==> src/rtl/alu_operand_stage.sv <==
// alu_operand_stage: ID->EX operand stage; forwards rs/rt, extends the immediate, muxes ALUSrc.
// Latency: 1 cycle from accept to out_valid_o; an output entry plus a skid entry hold two items.
// Backpressure: in_ready_o drops only when the skid entry is occupied, so it is purely registered.
//
// Ports:
//   clk_i, rst_i (async active-low), flush_i (sync, clears both entries)
//   in_valid_i/in_ready_o      : ID-side handshake
//   rs/rt data+addr, imm_i, zext_i, alusrc_i, ctrl_i, rd_i, wr_i : decoded fields
//   exmem_*/memwb_*            : writeback sources for operand forwarding
//   out_valid_o/out_ready_i    : EX-side handshake
//   src1_o, src2_o, ctrl_o, rd_o, wr_o : registered ALU operands and pass-through fields
//
// Build option: define ALU_OPS_FWD_EN to enable EX/MEM and MEM/WB forwarding. Without it the
// register-file values are used directly and the exmem_*/memwb_* ports are ignored.
module alu_operand_stage #(
  parameter int DATA_W = 32,
  parameter int IMM_W  = 16,
  parameter int CTRL_W = 4,
  parameter int REG_AW = 5
) (
  input  logic              clk_i,
  input  logic              rst_i,
  input  logic              flush_i,
  input  logic              in_valid_i,
  output logic              in_ready_o,
  input  logic [DATA_W-1:0] rs_data_i,
  input  logic [DATA_W-1:0] rt_data_i,
  input  logic [REG_AW-1:0] rs_addr_i,
  input  logic [REG_AW-1:0] rt_addr_i,
  input  logic [IMM_W-1:0]  imm_i,
  input  logic              zext_i,
  input  logic              alusrc_i,
  input  logic [CTRL_W-1:0] ctrl_i,
  input  logic [REG_AW-1:0] rd_i,
  input  logic              wr_i,
  input  logic              exmem_wr_i,
  input  logic [REG_AW-1:0] exmem_rd_i,
  input  logic [DATA_W-1:0] exmem_data_i,
  input  logic              memwb_wr_i,
  input  logic [REG_AW-1:0] memwb_rd_i,
  input  logic [DATA_W-1:0] memwb_data_i,
  output logic              out_valid_o,
  input  logic              out_ready_i,
  output logic [DATA_W-1:0] src1_o,
  output logic [DATA_W-1:0] src2_o,
  output logic [CTRL_W-1:0] ctrl_o,
  output logic [REG_AW-1:0] rd_o,
  output logic              wr_o
);

  typedef enum logic [1:0] {
    ST_EMPTY = 2'd0,
    ST_ONE   = 2'd1,
    ST_FULL  = 2'd2
  } state_t;

  typedef struct packed {
    logic [DATA_W-1:0] src1;
    logic [DATA_W-1:0] src2;
    logic [CTRL_W-1:0] ctrl;
    logic [REG_AW-1:0] rd;
    logic              wr;
  } entry_t;

  state_t state_q, state_d;
  entry_t out_q, out_d;
  entry_t skid_q, skid_d;
  entry_t new_entry;

  logic accept;
  logic take;
  logic [DATA_W-1:0] rs_fwd;
  logic [DATA_W-1:0] rt_fwd;
  logic [DATA_W-1:0] imm_ext;

`ifdef ALU_OPS_FWD_EN
  // Register 0 is hardwired, so it never picks up an in-flight result.
  // EX/MEM is the younger producer and therefore wins over MEM/WB.
  function automatic logic [DATA_W-1:0] fwd(
    input logic [REG_AW-1:0] a,
    input logic [DATA_W-1:0] d,
    input logic              exw,
    input logic [REG_AW-1:0] exrd,
    input logic [DATA_W-1:0] exd,
    input logic              mww,
    input logic [REG_AW-1:0] mwrd,
    input logic [DATA_W-1:0] mwd
  );
    logic [DATA_W-1:0] r;
    r = d;
    if (a != '0) begin
      if (exw && (exrd == a))      r = exd;
      else if (mww && (mwrd == a)) r = mwd;
    end
    return r;
  endfunction

  assign rs_fwd = fwd(rs_addr_i, rs_data_i, exmem_wr_i, exmem_rd_i, exmem_data_i,
                      memwb_wr_i, memwb_rd_i, memwb_data_i);
  assign rt_fwd = fwd(rt_addr_i, rt_data_i, exmem_wr_i, exmem_rd_i, exmem_data_i,
                      memwb_wr_i, memwb_rd_i, memwb_data_i);
`else
  logic unused_fwd;
  assign unused_fwd = ^{exmem_wr_i, exmem_rd_i, exmem_data_i,
                        memwb_wr_i, memwb_rd_i, memwb_data_i};
  assign rs_fwd = rs_data_i;
  assign rt_fwd = rt_data_i;
`endif

  assign imm_ext = zext_i ? {{(DATA_W-IMM_W){1'b0}}, imm_i}
                          : {{(DATA_W-IMM_W){imm_i[IMM_W-1]}}, imm_i};

  always_comb begin
    new_entry.src1 = rs_fwd;
    new_entry.src2 = alusrc_i ? imm_ext : rt_fwd;
    new_entry.ctrl = ctrl_i;
    new_entry.rd   = rd_i;
    new_entry.wr   = wr_i;
  end

  assign accept = in_valid_i & in_ready_o;
  assign take   = out_valid_o & out_ready_i;

  // State register
  always_ff @(posedge clk_i or negedge rst_i) begin
    if (!rst_i) begin
      state_q <= ST_EMPTY;
      out_q   <= '0;
      skid_q  <= '0;
    end else begin
      state_q <= state_d;
      out_q   <= out_d;
      skid_q  <= skid_d;
    end
  end

  // Next-state logic; flush overrides any handshake in the same cycle.
  always_comb begin
    state_d = state_q;
    if (flush_i) begin
      state_d = ST_EMPTY;
    end else begin
      case (state_q)
        ST_EMPTY: if (accept) state_d = ST_ONE;
        ST_ONE: begin
          if (accept && !take)      state_d = ST_FULL;
          else if (take && !accept) state_d = ST_EMPTY;
        end
        ST_FULL:  if (take) state_d = ST_ONE;
        default:  state_d = ST_EMPTY;
      endcase
    end
  end

  // Entry data movement. Operands are frozen at capture; nothing is re-forwarded later.
  always_comb begin
    out_d  = out_q;
    skid_d = skid_q;
    if (flush_i) begin
      out_d.rd  = '0;
      out_d.wr  = 1'b0;
      skid_d.rd = '0;
      skid_d.wr = 1'b0;
    end else begin
      case (state_q)
        ST_EMPTY: if (accept) out_d = new_entry;
        ST_ONE: begin
          // Output slot frees this edge -> new item goes straight to it; else park in skid.
          if (accept && take) out_d  = new_entry;
          else if (accept)    skid_d = new_entry;
        end
        ST_FULL:  if (take) out_d = skid_q;
        default:  out_d = out_q;
      endcase
    end
  end

  // Outputs, all derived from registered state
  always_comb begin
    out_valid_o = (state_q != ST_EMPTY);
    in_ready_o  = (state_q != ST_FULL);
    src1_o      = out_q.src1;
    src2_o      = out_q.src2;
    ctrl_o      = out_q.ctrl;
    rd_o        = out_q.rd;
    wr_o        = out_q.wr;
  end

endmodule
==> config.mk <==
export PLATFORM = sky130hd
export DESIGN_NAME = alu_operand_stage
export DESIGN_NICKNAME = d
export VERILOG_FILES = /design/src/rtl/alu_operand_stage.sv
export SDC_FILE = /design/constraint.sdc
export NUM_CORES = 1
export LEC_CHECK = 0
export CELL_PAD_IN_SITES_DETAIL_PLACEMENT = 0
export CELL_PAD_IN_SITES_GLOBAL_PLACEMENT = 1
export CORE_ASPECT_RATIO = 1.2
export CORE_MARGIN = 3
export CORE_UTILIZATION = 37
export DETAILED_ROUTE_END_ITERATION = 12
export GPL_ROUTABILITY_DRIVEN = 0
export HOLD_SLACK_MARGIN = 0.1
export PLACE_DENSITY = 0.84
export SYNTH_ARGS = -nofsm -noshare
export SYNTH_HDL_FRONTEND = slang
export SYNTH_SLANG_ARGS = --single-unit
==> constraint.sdc <==
create_clock -name clk_i -period 5.6 [get_ports clk_i]
set_input_delay 0.84 -clock clk_i [delete_from_list [all_inputs] [get_ports clk_i]]
set_output_delay 0.84 -clock clk_i [all_outputs]
set_load 0.005 [all_outputs]
* Yosys cells after proc, flatten, opt, wreduce, memory -nomap -nowiden
Index checks and enable logic that the tools add are counted.
Operators by class: equality and inequality tests 11, mux-type cells 17, bitwise logic cells 4, reductions and logical operators 16
Operators with widths (number):
- 74-bit 2-to-1 mux | 3
- 74-bit case mux with 3 select lines | 1
- 32-bit 2-to-1 mux | 2
- 6-bit 2-to-1 mux | 5
- 2-bit 2-to-1 mux | 5
- 2-bit != test, second input constant | 5
- 3-bit != test, second input constant | 3
- 4-bit AND reduction | 2
- 2-bit case mux with 3 select lines | 1
- 3-bit AND reduction | 2
- 2-bit nonzero test | 3
- 5-bit AND reduction | 1
- 4-bit != test, second input constant | 1
- 4-bit nonzero test | 1
- 1-bit logical AND | 3
- 3-bit nonzero test | 1
- 1-bit AND | 2
- 2-bit by 1-bit equality test with 1-bit output, second input constant | 1
- 2-bit equality test, second input constant | 1
- 1-bit zero test | 2
- 2-bit zero test | 1
- 1-bit inverter | 2
Storage, ports and cells: register bits 150, input port bits 183, output and inout port bits 76, logic and storage cells 59

* Longest topological paths before layout
word-level depth 8, mapped depth 8, gate-level depth less buffers 6

* Worst setup path before layout
No wires, ideal clock.
kind input to register, from in alusrc_i, to reg out_q (netlist bit src2_o[22]), library setup time 0.125 ns, arrival time 1.937 ns, data required time 5.475 ns, path slack 3.538 ns, stages on the path 7, buffers on the path 3, cell sequence buf_2 > and3b_1 > clkbuf_1 > buf_4 > a21oi_1 > o21ai_0 > mux2_2
On the way: longest elaborated chain between the ends 3, elaborated cells on any way between the ends 4, classes of those cells 4 x mux
Ends and longest elaborated chain:
- start, declared | RTL line 32 | input logic alusrc_i,
- 32-bit 2-to-1 mux (*) | RTL line 115 | new_entry.src2 = alusrc_i ? imm_ext : rt_fwd;
- 74-bit 2-to-1 mux, on equally long branches | RTL line 169, 166
- 74-bit case mux with 3 select lines (*) | RTL line 165 | case (state_q)
- end signal, assigned | RTL line 132 | out_q <= out_d;
- end, declared | RTL line 66 | entry_t out_q, out_d;
Every way passes the cells marked *; elsewhere a longest branch is shown, timed or not. The select of a mux whose other input is x is not followed. A chain may end at the register's enable or synchronous reset.

* Worst setup path in the final report
from reg state_q[0], to reg out_q (netlist bit src1_o[22])
On the way: longest elaborated chain between the ends 5, elaborated cells on any way between the ends 14, classes of those cells 6 x eq/ne; 1 x mux; 2 x bitwise; 5 x reduce/logical
Ends and longest elaborated chain:
- start, declared | RTL line 65 | state_t state_q, state_d;
- start signal, assigned | RTL line 131 | state_q <= state_d;
- 2-bit != test / 2-bit nonzero test (equally long branches) | RTL line 181, 180
- 1-bit AND, on equally long branches | RTL line 121, 122
- 1-bit logical AND | RTL line 169 | if (accept && take) out_d = new_entry;
- 2-bit != test (no line)
- 5-bit AND reduction (no line)
Parallel ways exist; a longest one is shown, timed or not.

==> impl_metrics.ini <==
[run_status]
status = complete, no violations

[power]
swShare = 0.284
leakage_nw = 3.89
p_int_w = 0.00326
power.total_w = 0.00455
p_comb_frac = 0.362
peakVddDrop_mv = 0.241
net-switching-power_w = 0.00129
seqPwrFrac = 0.406
clockPowerShare = 0.232
powerDensity_mw_per_mm2 = 491

[global_routing]
grt_pass1_wl_mm = 25.5
antenna_found_initial = 0
grt_overflow = 0
grt_pass1_vias = 5120
grt_max_degree = 107
grtUsageTotal = 0.158

[route]
drt-vias-per-instance = 5.00
drc = 0
first_iter_violations = 183
wl_per_cell_um = 16.6
dr.pass1.iters = 4
drt-total-wl_mm = 15.7
route.antenna.remaining_nets = 0
num_vias = 4739

[clock_network]
clk_latency_ns = 0.41
clk_pin_slew_ns = 0.06
cts_sinks = 150
cts-root-buf = clkbuf_16
ctsHtreeMaxLevel = 4
cts_tree = built
cts_resized = 0
hold_buffers = 0
clockBufferDepth = 2
cts_made_buffers = 17
postCtsSetupRepairBufs = 0

[floorplanning]
die_w_um = 130
start_util = 0.384
core_area_mm2 = 0.0178
floorplan.rows = 53
die_area_mm2 = 0.0202
io_pins = 259
die_h_um = 155

[setup_path]
worstPathRequired_ns = 5.88
slowest_stage = nand3_4
cp.depth = 6
cp_cell_sequence = inv_1 -> ha_4 -> nor2_1 -> mux2i_1 -> nand3_4 -> mux2_1
critical_path_class = reg2reg
slowest_delay_ns = 0.83
crit_path_start_kind = flop
r2r-start = state_q[0]
cp.arrival_ns = 3.49
worst-path-buf-inv = 1
rrSetupSlack_ns = 2.39
crit_start = state_q[0]
cpLargestDelayFamily = simple AND/OR/NAND/NOR gates
end_kind = flop
timing.rr.end = src1_o[22]
path_max_fanout = 68
r2r_cells = 6

[final_layout]
antenna_cells = 0
area_growth_pct = 35.4
drive_gt1_frac = 0.226
final_nets = 905

[sta]
relSlewSlack = 0.276
worstMarginPinSlew_ns = 1.09
clock_skew_ns = 0.00609
setup_violations = 0
slew_violations = 0
hold_viol_final = 0
post-route-min-period_ns = 3.21
fmax_mhz = 312
fin_crit_sh = 0.573
fin_tns_setup_ns = 0
rsz0062_at_grt = false

[yosys]
synth_cell_types = 27
synth_top_area_share = 0.548
yosysTopAreaCell = dfrtp_1
synthCells = 558
netlist_area_mm2 = 0.00685
syn_nets = 747
yosys_warnings = 0
synth-seq-area-share = 0.548
avgSynthCellArea_um2 = 12.3
synth_seq_cells = 150
ys_top_cells_by_area = dfrtp_1, mux2_2, o21ai_0

[hold_path]
hp-start = skid_q[15]
hold_depth = 2
hp-class = reg2reg
min_to = skid_q[15]

[run]
max_cap_viol_count = 0

[place]
place.detailed.hpwl_mm = 10.6
numPortBuffers = 172
## cell usage in the layout (no fill, tap or decap), types with 2 or more instances in the layout
cell and count:
nand2b_1 2, clkinv_4 2, clkinvlp_4 2, nand3_4 2, nor2b_1 4, dfrtp_1 150
clkinv_2 3, o21ai_0 63, o21ai_1 2, mux2_1 20, clkbuf_8 2, inv_1 7
nor2_1 14, clkbuf_1 3, mux2i_1 30, a21oi_1 16, ha_1 5, o31ai_1 2
nand2_1 67, clkdlybuf4s50_1 171, mux2_2 127, clkbuf_16 17, buf_4 4
## logic make-up after synthesis
family                   share of synthesized area
multiplexers                                 0.285
flip-flops                                   0.548
AND/OR/NAND/NOR                             0.0572
AO/OA/AOI/OAI                               0.0683
buffers and inverters                       0.0303
adder cells (fa/ha/maj)                     0.0110
## routing by layer
metal	track usage	up-vias	part of all wire
met5	0	-	0
li1	-	2265	-
met3	0.0577	8	0.066
met4	0.0416	0	0.0087
met1	0.180	2346	0.42
met2	0.279	120	0.51
## sequential cells by signal (all words and copies together), names as in the netlist
name     count
ctrl_o       4
rd_o         5
skid_q      74
src1_o      32
src2_o      32
state_q      2
wr_o         1
## final cells by class
| class | instances | area, um2 |
|---|---|---|
| inverter | 7 | 26.3 |
| sequential | 150 | 3750 |
| tap | 220 | 275 |
| clock inverter | 8 | 77.6 |
| timing repair buffer | 176 | 1750 |
| clock buffer | 22 | 464 |
| fill | 1539 | 8560 |
| multi-input combinational | 364 | 2930 |
## how the worst max path moves through the flow
stage	to	slack, ns
after floorplan	src2_o[22]	3.54
after global placement	src1_o[19]	2.07
after detailed placement	src1_o[24]	2.00
after CTS	src1_o[24]	2.33
after global routing	src1_o[22]	2.17
final	src1_o[22]	2.39
## worst min-delay path: stages, from the launching register on
cell and delay, ns:
dfrtp_1 0.34, nand2_1 0.05, o21ai_0 0.06
## power by group through the flow
stage / Clock [W] / Sequential, W / Combinational [W]
floorplan: 0 / 0.00184 / 0.000830
global placement: 0 / 0.00183 / 0.00162
detailed placement: 0 / 0.00187 / 0.00167
CTS: 0.00108 / 0.00185 / 0.00168
global route: 0.00113 / 0.00191 / 0.00181
finish: 0.00106 / 0.00185 / 0.00165
## cells in the mapped netlist (all sizes together)
cell,instances
a21oi,16
a2bb2oi,1
and3b,1
and4b,1
buf,20
clkbuf,17
dfrtp,150
ha,6
inv,7
mux2,147
mux2i,30
nand2,67
nand2b,2
nand3,3
nand4bb,1
nor2,14
nor2b,4
nor3,1
o21ai,65
o22ai,1
o311ai,1
o31ai,2
o32a,1
## per-stage QoR
stage | cell area [um2] | util | hold WS [ns] | instances | worst slack, ns
2_1_floorplan | 6850 | - | 0.450 | 558 | 3.54
3_3_place_gp | 8740 | 0.490 | 0.462 | 917 | 2.07
4_1_cts | 9280 | 0.520 | 0.485 | 947 | 2.33
5_1_grt | 9280 | 0.520 | 0.504 | 947 | 2.17
6_report | 9280 | 0.520 | 0.478 | 947 | 2.39
3_5_place_dp | 8740 | 0.490 | 0.472 | 917 | 2.00
Note: power is estimated with default switching activity, not from simulation.
